**src/rtl/i2c_pkg.sv**
```systemverilog
// Shared types and helpers for the I2C slave controller: FSM states, ACK/NACK levels
// and the SDA hold-time computation.
package i2c_pkg;

  typedef enum logic [2:0] {
    StIdle,
    StAddr,
    StAddrAck,
    StWrData,
    StWrAck,
    StRdData,
    StRdAck,
    StIgnore
  } i2c_state_e;

  localparam logic I2C_ACK  = 1'b0;
  localparam logic I2C_NACK = 1'b1;

  // Clocks to wait after SCL falls before SDA may change; never less than one.
  function automatic int unsigned hold_cycles(input int unsigned clock_rate,
                                              input int unsigned freq);
    int unsigned h;
    h = clock_rate / (freq * 20);
    return (h == 0) ? 1 : h;
  endfunction

endpackage

```
**src/rtl/i2c_line_cond.sv**
```systemverilog
// SCL/SDA conditioning: 2-flop synchronisers, optional 3-sample majority filter
// (I2C_SLAVE_GLITCH_FILTER_EN) and SCL edge / START / STOP detection.
module i2c_line_cond (
  input  logic clk,
  input  logic reset,
  input  logic scl_i,
  input  logic sda_i,
  output logic sda_lvl_o,
  output logic scl_rise_o,
  output logic scl_fall_o,
  output logic start_o,
  output logic stop_o
);

  logic [1:0] scl_sync_q, scl_sync_d, sda_sync_q, sda_sync_d;
  logic       scl_prev_q, scl_prev_d, sda_prev_q, sda_prev_d;
  logic       scl_lvl, sda_lvl;

`ifdef I2C_SLAVE_GLITCH_FILTER_EN
  logic [2:0] scl_hist_q, scl_hist_d, sda_hist_q, sda_hist_d;

  function automatic logic maj3(input logic [2:0] v);
    return (v[0] & v[1]) | (v[0] & v[2]) | (v[1] & v[2]);
  endfunction

  always_comb begin
    scl_hist_d = {scl_hist_q[1:0], scl_sync_q[1]};
    sda_hist_d = {sda_hist_q[1:0], sda_sync_q[1]};
  end

  always_ff @(posedge clk or posedge reset) begin
    if (reset) begin
      scl_hist_q <= 3'b111;
      sda_hist_q <= 3'b111;
    end else begin
      scl_hist_q <= scl_hist_d;
      sda_hist_q <= sda_hist_d;
    end
  end

  assign scl_lvl = maj3(scl_hist_q);
  assign sda_lvl = maj3(sda_hist_q);
`else
  assign scl_lvl = scl_sync_q[1];
  assign sda_lvl = sda_sync_q[1];
`endif

  always_comb begin
    scl_sync_d = {scl_sync_q[0], scl_i};
    sda_sync_d = {sda_sync_q[0], sda_i};
    scl_prev_d = scl_lvl;
    sda_prev_d = sda_lvl;
  end

  // Idle bus is high, so everything resets to 1 to avoid phantom edges.
  always_ff @(posedge clk or posedge reset) begin
    if (reset) begin
      scl_sync_q <= 2'b11;
      sda_sync_q <= 2'b11;
      scl_prev_q <= 1'b1;
      sda_prev_q <= 1'b1;
    end else begin
      scl_sync_q <= scl_sync_d;
      sda_sync_q <= sda_sync_d;
      scl_prev_q <= scl_prev_d;
      sda_prev_q <= sda_prev_d;
    end
  end

  assign sda_lvl_o  = sda_lvl;
  assign scl_rise_o = scl_lvl & ~scl_prev_q;
  assign scl_fall_o = ~scl_lvl & scl_prev_q;
  assign start_o    = scl_lvl & scl_prev_q & sda_prev_q & ~sda_lvl;
  assign stop_o     = scl_lvl & scl_prev_q & ~sda_prev_q & sda_lvl;

endmodule

```
**src/rtl/i2c_slave_ctrl.sv**
```systemverilog
// I2C 7-bit slave bridging SCL/SDA to a byte strobe interface with a one-byte TX buffer.
// Optional input glitch filter enabled by defining I2C_SLAVE_GLITCH_FILTER_EN.
module i2c_slave_ctrl
  import i2c_pkg::*;
#(
  parameter int unsigned FREQ       = 100_000,
  parameter int unsigned CLOCK_RATE = 40_000_000,
  parameter logic [6:0]  ADDRESS    = 7'b0001111
) (
  input  logic       clk,
  input  logic       reset,
  input  logic       scl_i,
  output logic       scl_o,
  input  logic       sda_i,
  output logic       sda_o,
  output logic       sda_oen,
  input  logic [7:0] as_data_i,
  input  logic       as_dstrb_i,
  output logic       as_busy_o,
  output logic [7:0] as_data_o,
  output logic       as_dstrb_o
);

  localparam int unsigned Hold  = hold_cycles(CLOCK_RATE, FREQ);
  localparam int unsigned HoldW = $clog2(Hold + 1);

  logic sda_lvl, scl_rise, scl_fall, start_det, stop_det;

  i2c_line_cond u_line_cond (
    .clk        (clk),
    .reset      (reset),
    .scl_i      (scl_i),
    .sda_i      (sda_i),
    .sda_lvl_o  (sda_lvl),
    .scl_rise_o (scl_rise),
    .scl_fall_o (scl_fall),
    .start_o    (start_det),
    .stop_o     (stop_det)
  );

  i2c_state_e       state_q, state_d;
  logic [2:0]       bit_cnt_q, bit_cnt_d;
  logic [7:0]       shift_q, shift_d, shift_in;
  logic             oen_q, oen_d, oen_tgt;
  logic [HoldW-1:0] hold_cnt_q, hold_cnt_d;
  logic [7:0]       tx_buf_q, tx_buf_d;
  logic             tx_full_q, tx_full_d, unload;
  logic [7:0]       data_q, data_d;
  logic             dstrb_q, dstrb_d;

  assign shift_in = {shift_q[6:0], sda_lvl};

  always_comb begin
    state_d    = state_q;
    bit_cnt_d  = bit_cnt_q;
    shift_d    = shift_q;
    oen_d      = oen_q;
    hold_cnt_d = hold_cnt_q;
    tx_buf_d   = tx_buf_q;
    tx_full_d  = tx_full_q;
    data_d     = data_q;
    dstrb_d    = 1'b0;
    unload     = 1'b0;
    oen_tgt    = I2C_NACK;

    case (state_q)
      StAddr, StWrData: begin
        if (scl_rise) begin
          shift_d   = shift_in;
          bit_cnt_d = bit_cnt_q + 3'd1;
          if (bit_cnt_q == 3'd7) begin
            if (state_q == StAddr) begin
              state_d = (shift_in[7:1] == ADDRESS) ? StAddrAck : StIgnore;
            end else begin
              data_d  = shift_in;
              dstrb_d = 1'b1;
              state_d = StWrAck;
            end
          end
        end
      end
      StAddrAck: begin
        oen_tgt = I2C_ACK;
        if (scl_rise) begin
          bit_cnt_d = 3'd0;
          if (shift_q[0]) begin
            state_d = StRdData;
            unload  = 1'b1;
            shift_d = tx_full_q ? tx_buf_q : 8'hFF;
          end else begin
            state_d = StWrData;
          end
        end
      end
      StWrAck: begin
        oen_tgt = I2C_ACK;
        if (scl_rise) begin
          bit_cnt_d = 3'd0;
          state_d   = StWrData;
        end
      end
      StRdData: begin
        oen_tgt = shift_q[7];
        if (scl_rise) begin
          shift_d   = {shift_q[6:0], 1'b1};
          bit_cnt_d = bit_cnt_q + 3'd1;
          if (bit_cnt_q == 3'd7) state_d = StRdAck;
        end
      end
      StRdAck: begin
        if (scl_rise) begin
          if (sda_lvl == I2C_ACK) begin
            state_d   = StRdData;
            bit_cnt_d = 3'd0;
            unload    = 1'b1;
            shift_d   = tx_full_q ? tx_buf_q : 8'hFF;
          end else begin
            state_d = StIgnore;
          end
        end
      end
      default: ;
    endcase

    // SDA only moves a hold time after SCL falls, so the master sees stable data.
    if (scl_fall) begin
      hold_cnt_d = HoldW'(Hold);
    end else if (hold_cnt_q != '0) begin
      hold_cnt_d = hold_cnt_q - HoldW'(1);
      if (hold_cnt_q == HoldW'(1)) oen_d = oen_tgt;
    end

    if (unload) tx_full_d = 1'b0;
    if (as_dstrb_i && !tx_full_d) begin
      tx_buf_d  = as_data_i;
      tx_full_d = 1'b1;
    end

    if (stop_det) begin
      state_d    = StIdle;
      oen_d      = 1'b1;
      hold_cnt_d = '0;
    end else if (start_det) begin
      state_d    = StAddr;
      bit_cnt_d  = 3'd0;
      oen_d      = 1'b1;
      hold_cnt_d = '0;
    end
  end

  always_ff @(posedge clk or posedge reset) begin
    if (reset) begin
      state_q    <= StIdle;
      bit_cnt_q  <= 3'd0;
      shift_q    <= 8'h00;
      oen_q      <= 1'b1;
      hold_cnt_q <= '0;
      tx_buf_q   <= 8'h00;
      tx_full_q  <= 1'b0;
      data_q     <= 8'h00;
      dstrb_q    <= 1'b0;
    end else begin
      state_q    <= state_d;
      bit_cnt_q  <= bit_cnt_d;
      shift_q    <= shift_d;
      oen_q      <= oen_d;
      hold_cnt_q <= hold_cnt_d;
      tx_buf_q   <= tx_buf_d;
      tx_full_q  <= tx_full_d;
      data_q     <= data_d;
      dstrb_q    <= dstrb_d;
    end
  end

  assign scl_o      = 1'b1;
  assign sda_o      = 1'b0;
  assign sda_oen    = oen_q;
  assign as_busy_o  = tx_full_q;
  assign as_data_o  = data_q;
  assign as_dstrb_o = dstrb_q;

endmodule

```
**config.mk**
```make
export PLATFORM = sky130hd
export DESIGN_NAME = i2c_slave_ctrl
export DESIGN_NICKNAME = d
export VERILOG_FILES = /design/src/rtl/i2c_pkg.sv /design/src/rtl/i2c_line_cond.sv /design/src/rtl/i2c_slave_ctrl.sv
export SDC_FILE = /design/constraint.sdc
export NUM_CORES = 1
export LEC_CHECK = 0
export ABC_CLOCK_PERIOD_IN_PS = 4800
export CORE_UTILIZATION = 40
export CTS_BUF_LIST = sky130_fd_sc_hd__clkbuf_16
export DETAILED_ROUTE_END_ITERATION = 12
export PLACE_DENSITY_LB_ADDON = 0.2
export SYNTH_ARGS = -nofsm -noshare
export SYNTH_HDL_FRONTEND = slang
export SYNTH_HIERARCHICAL = 1
export SYNTH_SLANG_ARGS = --single-unit
```
**constraint.sdc**
```tcl
create_clock -name clk -period 4.8 [get_ports clk]
set_input_delay 0.96 -clock clk [delete_from_list [all_inputs] [get_ports clk]]
set_output_delay 0.96 -clock clk [all_outputs]
set_load 0.02 [all_outputs]
```
Word level (Yosys, flattened, before mapping)
Cells that the tools add are included.
{"block": "op_classes", "n_shift": 0, "n_eq_ne": 23, "n_addsub": 2, "muxes": 50, "n_reduce_logical": 16, "multipliers": 0, "n_bitwise": 12, "div": 0, "order_cmp": 0}
{"operator": "2-to-1 mux 8 bit", "count": 7}
{"operator": "2-to-1 mux 3 bit", "count": 18}
{"operator": "case mux 8 bit (4 select lines)", "count": 1}
{"operator": "!= test 4 bit, second input constant", "count": 7}
{"operator": "2-to-1 mux 5 bit", "count": 4}
{"operator": "2-to-1 mux 1 bit", "count": 15}
{"operator": "case mux 3 bit (5 select lines)", "count": 1}
{"operator": "equality test 3 bit, second input constant", "count": 4}
{"operator": "!= test 2 bit, second input constant", "count": 6}
{"operator": "case mux 3 bit (3 select lines)", "count": 1}
{"operator": "AND reduction 8 bit", "count": 1}
{"operator": "nonzero test 4 bit", "count": 2}
{"operator": "AND 1 bit", "count": 7}
{"operator": "equality test 7 x 4 -> 1 bit, second input constant", "count": 1}
{"operator": "AND reduction 7 bit", "count": 1}
{"operator": "nonzero test 7 bit", "count": 1}
{"operator": "equality test 3 x 2 -> 1 bit, second input constant", "count": 2}
{"operator": "AND reduction 6 bit", "count": 1}
{"operator": "nonzero test 3 bit", "count": 2}
{"operator": "equality test 5 x 1 -> 1 bit, second input constant", "count": 1}
{"operator": "inverter 1 bit", "count": 5}
{"operator": "nonzero test 5 bit", "count": 1}
{"operator": "subtractor 5 x 1 -> 5 bit, second input constant", "count": 1}
{"operator": "case mux 1 bit (2 select lines)", "count": 2}
{"operator": "10 further kinds", "count": 11}
{"block": "word_totals", "ff_bits": 44, "latchBits": 0, "rom_bits": 0, "ram_bits": 0, "inputBits": 13, "out_inout_bits": 13, "n_memories": 0, "word_cells": 117}

Longest topological paths before layout
{"block": "depth", "word_depth": 8, "depth_mapped": 7, "mapped_depth_nobuf": 7}

Hierarchy
Netlist, hierarchy kept.
{"module": "i2c_slave_ctrl", "area_per_inst_um2": 1946.9, "cells_per_inst": 181, "n_inst": 1, "seq_area_each_um2": 952.2}
{"module": "i2c_line_cond", "area_per_inst_um2": 193.9, "cells_per_inst": 11, "n_inst": 1, "seq_area_each_um2": 157.7}

Worst setup path after synthesis
Ideal clock, no wire load.
{"block": "synth_path", "path_type": "reg-to-reg", "from": "register u_line_cond.scl_sync_q[1]", "to": "register tx_buf_q[0]", "path_buffers": 1, "setup_time_ns": 0.127, "stages_incl_launch_ff": 7, "period_less_slack_ns": 1.820, "required_ns": 4.673, "arrival_time_ns": 1.693, "slack_ns": 2.980, "cell_sequence": "dfstp_2 > nor2b_1 > inv_1 > o41ai_2 > and2_1 > buf_4 > mux2_1"}
{"block": "synth_between", "elab_chain_len": 6, "word_cells_on_any_way": 7, "classes_between": "mux (4); bitwise (1); reduce/logical (2)"}
{"item": "from (decl)", "line": "i2c_line_cond.sv:15", "text": "logic [1:0] scl_sync_q, scl_sync_d, sda_sync_q, sda_sync_d;"}
{"item": "from (signal assigned)", "line": "i2c_line_cond.sv:63", "text": "scl_sync_q <= scl_sync_d;"}
{"item": "AND 1 bit (*)", "line": "i2c_line_cond.sv:71", "text": "assign scl_rise_o = scl_lvl & ~scl_prev_q;"}
{"item": "named net scl_rise", "line": "i2c_slave_ctrl.sv:27", "text": "logic sda_lvl, scl_rise, scl_fall, start_det, stop_det;"}
{"item": "2-to-1 mux 1 bit, on equally long branches", "line": "i2c_slave_ctrl.sv:111, i2c_slave_ctrl.sv:84"}
{"item": "case mux 1 bit (2 select lines) (*)", "line": "i2c_slave_ctrl.sv:66", "text": "case (state_q)"}
{"item": "2-to-1 mux 1 bit (*)", "line": "i2c_slave_ctrl.sv:133", "text": "if (unload) tx_full_d = 1'b0;"}
{"item": "logical NOT 1 bit (*)", "line": "i2c_slave_ctrl.sv:134", "text": "if (as_dstrb_i && !tx_full_d) begin"}
{"item": "logical AND 1 bit (*)", "line": "i2c_slave_ctrl.sv:134"}
{"item": "to (signal assigned)", "line": "i2c_slave_ctrl.sv:168", "text": "tx_buf_q <= tx_buf_d;"}
{"item": "to (decl)", "line": "i2c_slave_ctrl.sv:46", "text": "logic [7:0] tx_buf_q, tx_buf_d;"}
Mark *: on every way through the listed nets, which the timed path passes. The rest lies on a longest branch.
A chain may end at the register's enable or synchronous reset.

Worst setup path after layout
{"block": "layout_path", "from": "register u_line_cond.scl_sync_q[1]", "to": "register tx_buf_q[2]"}
Same word-level chain as after synthesis.

==> impl_metrics.py <==
metrics = {
    "critical_path": {
        "path_depth": 5,
        "critPathArrivalTime_ns": 2.75,
        "critPathKind": "flip-flop to flip-flop",
        "critPathTopFamily": "simple AND/OR/NAND/NOR gates",
        "crit_path_start_kind": "flip-flop",
        "crit_buf_inv": 1,
        "cp_cell_sequence": "nor2b_1, inv_1, o41ai_2, and2_1, mux2_1",
        "end_kind": "flip-flop",
        "slowest_delay_ns": 0.59,
        "reg2regPathDepth": 5,
        "crit_slowest_cell": "nor2b_1",
        "cp_max_fo": 11,
        "worstPathRequired_ns": 4.96,
    },
    "detailed_routing": {
        "wl_mm": 3.91,
        "drc": 0,
        "ant_nets": 0,
        "first_pass_iters": 4,
        "vias": 1455,
        "wire_per_inst_um": 13.8,
        "routed_via_density": 5.14,
        "drtIter0Drc": 104,
    },
    "outcome": {
        "status": "finished, final reports clean",
    },
    "synthesis": {
        "netlist_area_sq_um": 2140,
        "synthFlopType": "dfrtp_1",
        "ys_ff_latch": 44,
        "async_reset_ff_share_pct": 100,
        "syn-instance-count": 192,
        "synth_cell_type_count": 47,
        "yosysTopAreaCell": "dfrtp_1",
        "syn_avg_cell_area_sq_um": 11.2,
        "syn_nets": 210,
        "yosys-top-cells-area": "dfrtp_1, dfstp_2, mux2_4",
        "synth_edf_count": 0,
        "yosysSeqAreaShare_pct": 51.8,
        "synth_top_area_share_pct": 43.2,
        "yosys_warnings": 6,
    },
    "final_layout": {
        "mostFrequentLayoutCell": "dfrtp_1",
        "syn_to_final_growth_pct": 19.4,
        "most-common-layout-cells": "dfrtp_1, clkdlybuf4s50_1, nand2_1, a21oi_1, o21ai_0",
        "layout.nets": 230,
        "antenna_cells": 0,
        "design_area_sq_um": 2560,
        "drive_gt1_share_pct": 13.1,
    },
    "clock_tree": {
        "h-tree-depth": 2,
        "cts-root-buf": "clkbuf_16",
        "cts_hold_buf": 0,
        "clk_path_buf_depth": 2,
        "cts_tree": "yes",
        "postCtsSetupRepairBufs": 0,
        "path_clk_slew_ns": 0.06,
        "insertion_delay_ns": 0.28,
        "numCtsBuffers": 5,
        "post_cts_resized": 0,
        "cts_sinks": 44,
    },
    "die": {
        "dieArea_sq_um": 5650,
        "fp-row-count": 26,
        "ios": 26,
        "die_h_um": 75.2,
        "die_x_um": 75.2,
        "placeableCoreArea_sq_um": 5140,
        "start_util_pct": 41.7,
    },
    "timing": {
        "slew_violations": 0,
        "fin_tns_setup_ns": 0,
        "setup_viol": 0,
        "tightest_slew_ns": 0.775,
        "hold_viol": 0,
        "slew_headroom_pct": 48.2,
        "layout_setup_ws_ns": 2.21,
        "finClkSkew_ns": 0.00282,
        "fin_crit_sh_pct": 53.9,
        "hold_ws_ns": 0.358,
        "rsz0062_at_grt": "no",
        "min_period_ns": 2.59,
        "fmax_ghz": 0.387,
    },
    "grt": {
        "grt_max_degree": 39,
        "antenna_found_initial": 0,
        "grtUsageTotal_pct": 15.8,
        "grt_pass1_wl_mm": 6.67,
        "grt_overflow": 0,
        "grt_pass1_vias": 1411,
    },
    "power": {
        "p_sw_w": 0.000408,
        "powerDensity_nw_per_um2": 509,
        "p_sw_share_pct": 31.3,
        "internal_power_w": 0.000893,
        "pwr-share-comb_pct": 25.3,
        "p_leak_nw": 1.16,
        "p_seq_share_pct": 45.8,
        "total_power_w": 0.00130,
        "ir_drop_uv": 215,
        "clockPowerShare_pct": 29.0,
    },
    "worst_hold_path": {
        "min_path_type": "flip-flop to flip-flop",
        "whs_path_depth": 0,
    },
    "placement": {
        "dp_slack_ns": 2.21,
        "gp_congestion": 0.763,
        "io_buffers": 23,
        "dp_hpwl_mm": 2.81,
        "place_area_sq_um": 2390,
    },
    "job": {
        "drv_cap": 0,
    },
}
==> path summary, 6_finish.rpt <==
check	endpoint	from	slack, ns
max	tx_buf_q[2]	u_line_cond/scl_sync_q[1]	2.21
min	u_line_cond/sda_sync_q[1]	u_line_cond/sda_sync_q[0]	0.36
max reg2reg	tx_buf_q[2]	u_line_cond/scl_sync_q[1]	2.21
min reg2reg	u_line_cond/sda_sync_q[1]	u_line_cond/sda_sync_q[0]	0.36
max in group asynchronous	sda_oen	reset	3.33
min in group asynchronous	hold_cnt_q[0]	reset	1.12
==> metrics by stage <==
step / instances / util (%)
finish: 283 / 49.7
global placement: 275 / 46.5
global route: 283 / 49.7
floorplan: 192 / -
CTS: 283 / 49.7
detailed placement: 275 / 46.5
==> flip-flops by register name, summed over array words and instances, names as in the netlist, 2 cells and up <==
register	cells
as_data_o	8
bit_cnt_q	3
hold_cnt_q	5
shift_q	8
state_q	3
tx_buf_q	8
u_line_cond/scl_sync_q	2
u_line_cond/sda_sync_q	2
==> power by group through the flow <==
stage	clock network, W	registers (W)	logic [W]
floorplan	0	0.000550	0.000298
global placement	0	0.000599	0.000325
detailed placement	0	0.000601	0.000331
CTS	0.000386	0.000596	0.000333
global route	0.000405	0.000614	0.000374
finish	0.000377	0.000596	0.000329
==> cell usage after synthesis (3+ instances only) <==
cell type	number
nor2b_1	4
a2bb2oi_1	6
buf_4	5
nand3_1	3
o22ai_1	8
nor3_1	5
ha_1	5
nand4_1	3
nand2_1	15
nor2_1	8
dfstp_2	7
nand2b_1	4
dfrtp_1	37
inv_1	8
mux2_1	8
o21ai_0	9
mux2_4	7
a21oi_1	10
==> cell families (layout without fill, tap and decap cells) <==
| logic type | Yosys count | count (layout) | share of synthesized area (%) |
|---|---|---|---|
| adders and majority gates | 5 | 5 | 2.92 |
| AOI/OAI and AO/OA | 44 | 44 | 14.1 |
| and+or+nand+nor | 58 | 58 | 14.7 |
| buffers and inverters | 20 | 41 | 5.20 |
| other | 2 | 2 | 0.351 |
| muxes | 17 | 17 | 10.1 |
| xor gates and xnor gates | 2 | 2 | 0.818 |
| DFF | 44 | 44 | 51.8 |
==> routing by layer <==
layer	GRT usage (%)	share of wire, %
met1	21.7	49
met2	25.1	47
met3	3.21	3.5
met4	5.56	0.74
met5	0	0
==> layout make-up <==
cell class	count	area [sq um]
Sequential cell	44	1110
Fill cell	490	2580
Clock inverter	3	42.5
Tap cell	70	87.6
Clock buffer	5	125
Multi-Input combinational cell	128	920
Timing Repair Buffer	24	238
Inverter	9	33.8
(Power assumes the default switching activity.)
